==> config.mk <==
export PLATFORM = sky130hd
export DESIGN_NAME = epl_row_access_ctrl
export DESIGN_NICKNAME = d
export VERILOG_FILES = /design/src/rtl/epl_row_access_ctrl.sv
export SDC_FILE = /design/constraint.sdc
export NUM_CORES = 1
export LEC_CHECK = 0
export CORE_ASPECT_RATIO = 1.1
export CORE_MARGIN = 3
export CORE_UTILIZATION = 49
export DETAILED_ROUTE_END_ITERATION = 7
export GPL_ROUTABILITY_DRIVEN = 0
export GPL_TIMING_DRIVEN = 0
export PLACE_DENSITY = 0.77
export RECOVER_POWER = 50
export SYNTH_ARGS = -nofsm -noshare
export SYNTH_HDL_FRONTEND = slang
export SYNTH_SLANG_ARGS = --single-unit
==> constraint.sdc <==
create_clock -name pClk_i -period 2.8 [get_ports pClk_i]
set_input_delay 0.28 -clock pClk_i [delete_from_list [all_inputs] [get_ports pClk_i]]
set_output_delay 0.28 -clock pClk_i [all_outputs]
set_load 0.03 [all_outputs]
==> src/rtl/epl_row_access_ctrl.sv <==
// Row access sequencer for one FeRAM row in the EPLFFRAM02 macro.
// It accepts a read or write request, latches the row address and steps the
// array through the WL_ON, PLATE, SENSE, RESTORE and PRECH phases. Reads skip
// nothing and write back the sensed data. Writes skip PLATE and SENSE and
// restore external data. All outputs come straight from flops.
module epl_row_access_ctrl #(
  parameter int ROW_AW = 3,
  parameter int T_WL   = 2,
  parameter int T_PL   = 3,
  parameter int T_SA   = 2,
  parameter int T_RS   = 3,
  parameter int T_PC   = 2,
  parameter int CNT_W  = 4
) (
  input  logic              pClk_i,
  input  logic              pRst_n_i,
  input  logic              pReq_i,
  input  logic              pWe_i,
  input  logic [ROW_AW-1:0] pAr_i,
  output logic              pAck_o,
  output logic              pBusy_o,
  output logic [ROW_AW-1:0] pArLat_o,
  output logic              pWlEn_o,
  output logic              pPlEn_o,
  output logic              pSaEn_o,
  output logic              pWbEn_o,
  output logic              pDinSel_o,
  output logic              pRdVld_o,
  output logic              pDone_o
);

  function automatic int max2(input int a, input int b);
    return (a > b) ? a : b;
  endfunction

  // The counter must be able to hold the longest phase reload value.
  localparam int T_MAX = max2(max2(max2(T_WL, T_PL), max2(T_SA, T_RS)), T_PC);

  // A zero-length phase or a too-narrow counter is a configuration error.
  localparam bit PARAMS_OK = (T_WL >= 1) && (T_PL >= 1) && (T_SA >= 1) &&
                             (T_RS >= 1) && (T_PC >= 1) &&
                             ((T_MAX - 1) < (2 ** CNT_W));

  // Reload values: a phase of length T occupies counter values T-1 down to 0.
  localparam logic [CNT_W-1:0] LD_WL = CNT_W'(T_WL - 1);
  localparam logic [CNT_W-1:0] LD_PL = CNT_W'(T_PL - 1);
  localparam logic [CNT_W-1:0] LD_SA = CNT_W'(T_SA - 1);
  localparam logic [CNT_W-1:0] LD_RS = CNT_W'(T_RS - 1);
  localparam logic [CNT_W-1:0] LD_PC = CNT_W'(T_PC - 1);

  typedef enum logic [2:0] {
    S_IDLE    = 3'd0,
    S_WL_ON   = 3'd1,
    S_PLATE   = 3'd2,
    S_SENSE   = 3'd3,
    S_RESTORE = 3'd4,
    S_PRECH   = 3'd5
  } state_e;

  state_e              state_q, state_d;
  logic [CNT_W-1:0]    cnt_q, cnt_d;
  logic                we_q, we_d;
  logic [ROW_AW-1:0]   ar_q, ar_d;
  logic                accept;

  logic                ack_q;
  logic                busy_q;
  logic                wl_q;
  logic                pl_q;
  logic                sa_q;
  logic                wb_q;
  logic                din_q;
  logic                rdvld_q;
  logic                done_q;

  // Next-state logic: accept in IDLE, otherwise count down and hop phases.
  always_comb begin
    state_d = state_q;
    cnt_d   = cnt_q;
    we_d    = we_q;
    ar_d    = ar_q;
    accept  = 1'b0;
    if (state_q == S_IDLE) begin
      if (pReq_i) begin
        accept  = 1'b1;
        state_d = S_WL_ON;
        cnt_d   = LD_WL;
        we_d    = pWe_i;
        ar_d    = pAr_i;
      end
    end else if (cnt_q != '0) begin
      cnt_d = cnt_q - CNT_W'(1);
    end else begin
      case (state_q)
        S_WL_ON: begin
          // Writes do not need the destructive read, so go straight to restore.
          if (we_q) begin
            state_d = S_RESTORE;
            cnt_d   = LD_RS;
          end else begin
            state_d = S_PLATE;
            cnt_d   = LD_PL;
          end
        end
        S_PLATE: begin
          state_d = S_SENSE;
          cnt_d   = LD_SA;
        end
        S_SENSE: begin
          state_d = S_RESTORE;
          cnt_d   = LD_RS;
        end
        S_RESTORE: begin
          state_d = S_PRECH;
          cnt_d   = LD_PC;
        end
        S_PRECH: begin
          state_d = S_IDLE;
          cnt_d   = '0;
        end
        default: begin
          state_d = S_IDLE;
          cnt_d   = '0;
        end
      endcase
    end
  end

  // FSM registers plus outputs decoded from the next state, so every output is a flop.
  always_ff @(posedge pClk_i or negedge pRst_n_i) begin
    if (!pRst_n_i) begin
      state_q <= S_IDLE;
      cnt_q   <= '0;
      we_q    <= 1'b0;
      ar_q    <= '0;
      ack_q   <= 1'b0;
      busy_q  <= 1'b0;
      wl_q    <= 1'b0;
      pl_q    <= 1'b0;
      sa_q    <= 1'b0;
      wb_q    <= 1'b0;
      din_q   <= 1'b0;
      rdvld_q <= 1'b0;
      done_q  <= 1'b0;
    end else begin
      state_q <= state_d;
      cnt_q   <= cnt_d;
      we_q    <= we_d;
      ar_q    <= ar_d;
      ack_q   <= accept;
      busy_q  <= (state_d != S_IDLE);
      wl_q    <= (state_d inside {S_WL_ON, S_PLATE, S_SENSE, S_RESTORE});
      pl_q    <= (state_d == S_PLATE);
      // Sense amps stay on through restore to hold the sensed levels.
      sa_q    <= (state_d inside {S_SENSE, S_RESTORE});
      wb_q    <= (state_d == S_RESTORE);
      din_q   <= (state_d == S_RESTORE) && we_d;
      rdvld_q <= (state_d == S_SENSE) && (cnt_d == '0);
      done_q  <= (state_q == S_PRECH) && (cnt_q == '0);
    end
  end

  assign pAck_o    = ack_q;
  assign pBusy_o   = busy_q;
  assign pArLat_o  = ar_q;
  assign pWlEn_o   = wl_q;
  assign pPlEn_o   = pl_q;
  assign pSaEn_o   = sa_q;
  assign pWbEn_o   = wb_q;
  assign pDinSel_o = din_q;
  assign pRdVld_o  = rdvld_q;
  assign pDone_o   = done_q;

  a_params_legal: assert property (@(posedge pClk_i) PARAMS_OK)
    else $error("epl_row_access_ctrl: phase length of 0 or CNT_W too small");

endmodule

Word level (Yosys, flattened, before mapping)
Index checks and enable logic that the tools add are counted.
{"block": "op_classes", "n_mux": 13, "order_cmp": 0, "reduce_logical": 13, "mul": 0, "bitwise": 0, "shift": 0, "eq_ne": 9, "add_sub_neg": 1, "div": 0}
{"op": "$eq A3 B2 Y1 const B", "n": 4}
{"op": "$mux W3", "n": 4}
{"op": "$mux W4", "n": 3}
{"op": "$pmux W3 S4", "n": 1}
{"op": "$eq A3 B3 Y1 const B", "n": 3}
{"op": "$logic_not A4 Y1", "n": 2}
{"op": "$reduce_bool A4 Y1", "n": 2}
{"op": "$eq A3 B1 Y1 const B", "n": 2}
{"op": "$mux W1", "n": 4}
{"op": "$pmux W2 S2", "n": 1}
{"op": "$reduce_or A2 Y1", "n": 2}
{"op": "$sub A4 B1 Y4 const B", "n": 1}
{"op": "$logic_and A1 B1 Y1", "n": 3}
{"op": "$logic_not A3 Y1", "n": 1}
{"op": "$reduce_bool A3 Y1", "n": 1}
{"op": "$reduce_and A2 Y1", "n": 1}
{"op": "$reduce_bool A2 Y1", "n": 1}
{"block": "totals", "wordCells": 49, "reg_bits": 20, "ram_bits": 0, "output_inout_bits": 12, "n_memories": 0, "rom_bits": 0, "latch_bits": 0}

Depth between registers and ports, before layout
Gate-level depths: netlist of the first run.
{"block": "logic_depth", "word_depth": 7, "ltp_mapped": 8}

Worst setup path before layout of the first run
Ideal clock, no wire load.
{"block": "synth_timing", "kind": "flip-flop to flip-flop", "from": "register cnt_q[0]", "to": "register busy_q, in the netlist pBusy_o", "n_path_buf": 1, "path_slack_ps": 823, "required_time_ps": 2669, "t_arrival_ps": 1846, "period_less_slack_ps": 1977, "stages_incl_launch_ff": 7, "cell_sequence": "dfrtp_1 inv_1 ha_1 or3b_1 buf_6 a221o_1 or3_1"}
{"block": "synth_between", "elab_chain_len": 4}
{"element": "start, declared", "line_no": "61", "rtl": "logic [CNT_W-1:0] cnt_q, cnt_d;"}
{"element": "start signal, assigned", "line_no": "147", "rtl": "cnt_q <= cnt_d;"}
{"element": "$reduce_bool A4 Y1", "line_no": "91", "rtl": "end else if (cnt_q != '0) begin"}
{"element": "$mux W3", "line_no": "91"}
{"element": "$mux W3", "line_no": "83", "rtl": "if (state_q == S_IDLE) begin"}
{"element": "net state_d[0]", "line_no": "60", "rtl": "state_e state_q, state_d;"}
{"element": "$reduce_bool A3 Y1", "line_no": "151", "rtl": "busy_q <= (state_d != S_IDLE);"}
{"element": "end signal, assigned", "line_no": "151"}
{"element": "end, declared", "line_no": "67", "rtl": "logic busy_q;"}
The timed path passes the listed nets, and every way through them passes these cells.
A chain may end at the register's enable or synchronous reset.

Final worst setup path of the first run
Same ends and word-level chain as after synthesis.

==> impl_metrics.py, run 1 <==
metrics = {
    "placed_design": {
        "portBuffers": 18,
        "dpl.hpwl_um": 1340,
    },
    "flow_run": {
        "cap_violations": 0,
    },
    "setup_path": {
        "startpoint": "cnt_q[0]",
        "start_kind": "flip-flop",
        "critPathCaptureType": "flip-flop",
        "worst_ep_required_time_ns": 2.99,
        "path_class": "reg -> reg",
        "r2r_start": "cnt_q[0]",
        "rr_worst_depth": 6,
        "arrival_ns": 2.31,
        "r2r_end": "pBusy_o",
        "reg2reg_slack_ns": 0.68,
        "endpoint": "pBusy_o",
        "worstPathMaxFanout": 9,
    },
    "clocking": {
        "htreeDepth": 1,
        "insertion_delay_ns": 0.30,
        "cts_resized": 0,
        "numCtsBuffers": 3,
        "postCtsHoldBufs": 0,
        "root_buffer": "clkbuf_4",
        "clk_pin_slew_ns": 0.11,
        "cts_max_path_buffers": 2,
        "cts_sinks": 20,
        "postCtsSetupBuffers": 0,
        "tritoncts": "done",
    },
    "grt": {
        "globalRouteTotalUtil_pct": 17.6,
        "grt_pass1_vias": 710,
        "antenna_found_initial": 0,
        "grt_max_degree": 21,
        "grt_overflow": 0,
        "grt_pass1_wl_um": 3140,
    },
    "die": {
        "die_width_um": 47.4,
        "die_area_um2": 2440,
        "io-pin-count": 19,
        "core_area_um2": 1670,
        "start_util_pct": 55.3,
        "die_h_um": 51.5,
        "num_rows": 15,
    },
    "detailed_routing": {
        "antenna_left": 0,
        "drt_wl_total_um": 1760,
        "first_pass_iters": 4,
        "wl_per_cell_um": 14.5,
        "routed-via-count": 714,
        "drtIter0Drc": 10,
        "via_per_inst": 5.85,
        "drc": 0,
    },
    "finish": {
        "syn2layout_area_growth_pct": 24.3,
        "layout.nets": 116,
        "fillers": 140,
        "antennaDiodeCount": 0,
        "drive_above_1_share_pct": 8.57,
    },
    "sta": {
        "setup_viol": 0,
        "fin_tns_setup_ns": 0,
        "relSlewSlack_pct": 42.6,
        "final-hold-violation-count": 0,
        "slew_violations": 0,
        "timing.fmax_mhz": 472,
        "rsz0062_at_grt": "no",
        "period_needed_ns": 2.12,
        "worstMarginPinSlew_ns": 0.858,
        "clock-skew-final_ns": 0.0124,
        "min_period_over_period_pct": 75.7,
    },
    "yosys": {
        "syn-cell-area_um2": 923,
        "ys_warn_count": 0,
        "synth-seq-cells": 20,
        "synthCells": 84,
        "ys_types": 33,
        "synth_edf_count": 0,
        "synth.yosys.seq_area_share_pct": 54.2,
        "syn_avg_cell_area_um2": 11.0,
        "syn_nets": 93,
        "synthArstFlopShare_pct": 100,
        "synth_ff_type": "dfrtp_1",
    },
    "power_and_ir_drop": {
        "fin_total_pwr_mw": 1.39,
        "power_density_nw_per_um2": 1210,
        "irDropWorstVdd_v": 0.000614,
        "p_leak_nw": 0.492,
    },
    "hold_path": {
        "hold_class": "reg -> reg",
    },
    "run_status": {
        "outcome": "finished, final reports clean",
    },
}
how the worst min path moves through the flow:
stage               cells past startpoint        start          end  slack [ns]
finish                                  1  pArLat_o[2]  pArLat_o[2]        0.50
global route                            1  pArLat_o[1]  pArLat_o[1]        0.52
CTS                                     1     pRst_n_i     cnt_q[0]        0.49
detailed placement                      1  pArLat_o[1]  pArLat_o[1]        0.48
global placement                        1  pArLat_o[0]  pArLat_o[0]        0.47
floorplan                               0     pRst_n_i     cnt_q[0]       -0.02
power breakdown:
group	switching (mW)	total, mW	internal, mW
Sequential	0.0756	0.484	0.409
Combinational	0.444	0.774	0.330
Clock	0.0844	0.135	0.0501
worst max-delay path, stage by stage, from the launching register on:
cell     delay (ns)
dfrtp_1        0.45
inv_1          0.10
ha_1           0.20
or3b_1         0.37
buf_6          0.15
a221o_1        0.39
or3_1          0.35
kinds of logic after synthesis:
group / after synthesis / share of synthesized area (%)
and+or+nand+nor: 29 / 18.4
AOI/OAI and AO/OA: 17 / 11.9
buffers and inverters: 9 / 4.47
adders and majority gates: 2 / 2.71
muxes: 6 / 7.32
xor gates and xnor gates: 1 / 0.949
DFF: 20 / 54.2
synthesized netlist by cell type (all sizes together) (2+ instances only):
cell type  count  area (um^2)
a21oi          2         10.0
clkbuf         3         11.3
dfrtp         20          500
ha             2         25.0
inv            5         18.8
mux2           6         67.6
nand2          4         15.0
nand3          3         15.0
nor2           5         18.8
nor3           2         10.0
nor3b          3         27.5
nor4           2         12.5
o21a           2         15.0
o21ai          6         30.0
o31ai          3         22.5
or3            3         18.8
final cells by class:
cell class	instances	area, um^2	area share, %
Inverter	5	18.8	1.64
Multi-Input combinational cell	55	382	33.3
Buffer	4	22.5	1.96
Tap cell	17	21.3	1.85
Clock buffer	3	22.5	1.96
Timing Repair Buffer	18	180	15.7
Sequential cell	20	500	43.6
placed cells by master, fill, tap and decap left out, types with 2 or more instances in the layout:
cell / netlist / routed
dfrtp_1: 20 / 20
clkdlybuf4s50_1: 0 / 17
nor2_1: 5 / 5
nand2_1: 4 / 4
o21ai_0: 4 / 4
inv_1: 4 / 4
mux2_1: 4 / 4
clkbuf_1: 3 / 3
o31ai_1: 3 / 3
or3_1: 3 / 3
nand3_1: 3 / 3
clkbuf_4: 0 / 3
mux2_2: 2 / 2
nor3_1: 2 / 2
nor4_1: 2 / 2
a21oi_1: 2 / 2
o21a_1: 2 / 2
o21ai_1: 2 / 2
nor3b_1: 2 / 2
ha_1: 2 / 2
flip-flops by register name (all words and copies together) (netlist names):
| name | flops |
|---|---|
| pAck_o | 1 |
| we_q | 1 |
| state_q | 3 |
| pWbEn_o | 1 |
| cnt_q | 4 |
| pBusy_o | 1 |
| pWlEn_o | 1 |
| pArLat_o | 3 |
| pDinSel_o | 1 |
| pPlEn_o | 1 |
| pSaEn_o | 1 |
| pDone_o | 1 |
| pRdVld_o | 1 |
per-layer routing:
layer	track usage (%)	vias up	routed length, um
met3	4.15	3	105
met5	0	-	0
met1	23.0	341	790
met4	4.15	0	18
li1	-	350	-
met2	28.8	20	851
per-stage QoR:
step,util [%],area (um^2),instances,setup slack [ns],hold slack [ns]
after global placement,67.3,1120,119,0.716,0.473
after CTS,68.7,1150,122,0.685,0.495
after detailed placement,67.3,1120,119,0.704,0.484
after floorplan,-,923,84,0.823,-0.0156
final,68.7,1150,122,0.680,0.500
after global routing,68.7,1150,122,0.472,0.517
(Power assumes the default switching activity.)
==> run 2, diff against run 1 <==
CORE_UTILIZATION = 44   (was 49)
PLACE_DENSITY = 0.73   (was 0.77)
clock period = 1.9 ns   (was 2.8 ns; I/O delays follow)
==> impl_metrics.py, run 2 (synthesis results as in run 1) <==
metrics = {
    "clocking": {
        "tritoncts": "done",
        "root_buffer": "clkbuf_4",
        "cts_max_path_buffers": 2,
        "postCtsHoldBufs": 0,
        "numCtsBuffers": 3,
        "htreeDepth": 1,
        "insertion_delay_ns": 0.30,
        "clk_pin_slew_ns": 0.10,
        "cts_sinks": 20,
    },
    "die": {
        "die_width_um": 49.7,
        "num_rows": 16,
        "io-pin-count": 19,
        "core_area_um2": 1880,
        "die_area_um2": 2680,
        "die_h_um": 54.0,
        "start_util_pct": 49.1,
    },
    "run_status": {
        "violations": "setup timing",
        "outcome": "finished, violations left",
    },
    "setup_path": {
        "reg2reg_slack_ns": -0.02,
        "critical_path.max_stage_delay_ns": 0.43,
        "start_kind": "flip-flop",
        "path_class": "reg -> reg",
        "crit_slowest_cell": "or3b_4",
        "critPathCaptureType": "flip-flop",
        "worst_ep_required_time_ns": 2.08,
        "worstPathMaxFanout": 8,
        "cp_cell_sequence": "inv_2 > ha_4 > or3b_4 > a221o_1 > or3_1",
        "arrival_ns": 2.10,
    },
    "power_and_ir_drop": {
        "p_leak_nw": 0.539,
        "irDropWorstVdd_v": 0.00115,
        "power_density_nw_per_um2": 1820,
    },
    "detailed_routing": {
        "via_per_inst": 5.56,
        "first_pass_iters": 4,
        "routed-via-count": 784,
        "drtIter0Drc": 11,
        "wl_per_cell_um": 14.0,
        "antenna_left": 0,
        "drt_wl_total_um": 1980,
        "drc": 0,
    },
    "grt": {
        "globalRouteTotalUtil_pct": 16.2,
        "grt_pass1_vias": 695,
        "grt_pass1_wl_um": 3190,
        "antenna_found_initial": 0,
        "grt_overflow": 0,
        "grt_max_degree": 21,
    },
    "finish": {
        "fillers": 160,
        "layout_commonest_cell": "dfrtp_1",
        "antennaDiodeCount": 0,
        "syn2layout_area_growth_pct": 38.3,
        "largest-register": "cnt_q",
        "layout_common_cells": "dfrtp_1 (20), clkdlybuf4s50_1 (16), buf_4 (9)",
        "layout.nets": 125,
        "largest_reg_flops": 4,
        "finalNonFillerCells": 141,
        "drive_above_1_share_pct": 25.4,
        "regArea_um2": 500,
        "multi_input_area_um2": 435,
    },
    "placed_design": {
        "place_ws_ns": -0.140,
        "portBuffers": 18,
        "dpl.cell_count": 129,
        "dpl.hpwl_um": 1310,
    },
    "sta": {
        "clock-skew-final_ns": 0.00417,
        "worstMarginPinSlew_ns": 0.845,
        "relSlewSlack_pct": 43.5,
        "setup_viol": 1,
        "min_period_over_period_pct": 101,
        "final-hold-violation-count": 0,
        "rsz0062_at_grt": "yes",
        "period_needed_ns": 1.92,
        "slew_violations": 0,
        "fin_tns_setup_ns": -0.0246,
        "timing.fmax_mhz": 520,
        "timing.final.ws_setup_ns": -0.0246,
    },
    "flow_run": {
        "cap_violations": 0,
    },
    "hold_path": {
        "hold_class": "in -> async",
    },
}
run 2: final timing paths:
check | startpoint | endpoint | cells past startpoint
max | cnt_q[0] | pBusy_o | 5
min | pRst_n_i | pDone_o | 1
max reg2reg | cnt_q[0] | pBusy_o | 5
min reg2reg | pArLat_o[2] | pArLat_o[2] | 1
max in group asynchronous | pRst_n_i | state_q[1] | 1
min in group pClk_i | pAr_i[1] | pArLat_o[1] | 2
run 2: cell type report:
class,instances,area share [%]
well taps,27,2.64
inverters,5,1.47
multi-input cells,55,34.1
repair buffers,28,20.0
clock buffers,3,1.76
plain buffers,3,0.881
flip-flops and latches,20,39.2
run 2: repair_timing:
item,CTS,global route
setup buffers,5,5
gates resized for setup,6,7
endpoints found under the setup margin,6,5
pin swaps,1,4
hold endpoints to repair,0,0
run 2: report_power, final:
part | switching (mW) | internal [mW]
Combinational | 0.772 | 0.643
Sequential | 0.113 | 0.602
Clock | 0.119 | 0.0739
Total | 1.00 | 1.32
run 2: metal layers:
metal  share of wire [%]  GRT usage, %  wire [um]  vias up
li1                    -             -          -      365
met1                  43          20.2        847      389
met2                  50          26.4        997       26
met3                 5.4          4.16        107        4
met4                 1.5          7.83         29        0
met5                   0             0          0        -
run 2: stage by stage:
step / power [mW] / utilization [%] / hold WS [ns] / cell area, um^2
2_1_floorplan: 1.50 / - / -0.106 / 926
3_3_place_gp: 1.84 / 60.6 / 0.473 / 1140
3_5_place_dp: 1.87 / 60.6 / 0.482 / 1140
4_1_cts: 2.19 / 64.9 / 0.392 / 1220
5_1_grt: 2.50 / 67.9 / 0.481 / 1280
6_report: 2.32 / 67.9 / 0.433 / 1280
run 2: worst max-delay path, delay by kind of cell, from the launching register on:
| family | cells | cell delay, ns |
|---|---|---|
| AND/OR/NAND/NOR | 2 | 0.79 |
| flip-flops | 1 | 0.41 |
| AO/OA/AOI/OAI | 1 | 0.40 |
| adder cells (fa/ha/maj) | 1 | 0.14 |
| buffers and inverters | 1 | 0.08 |
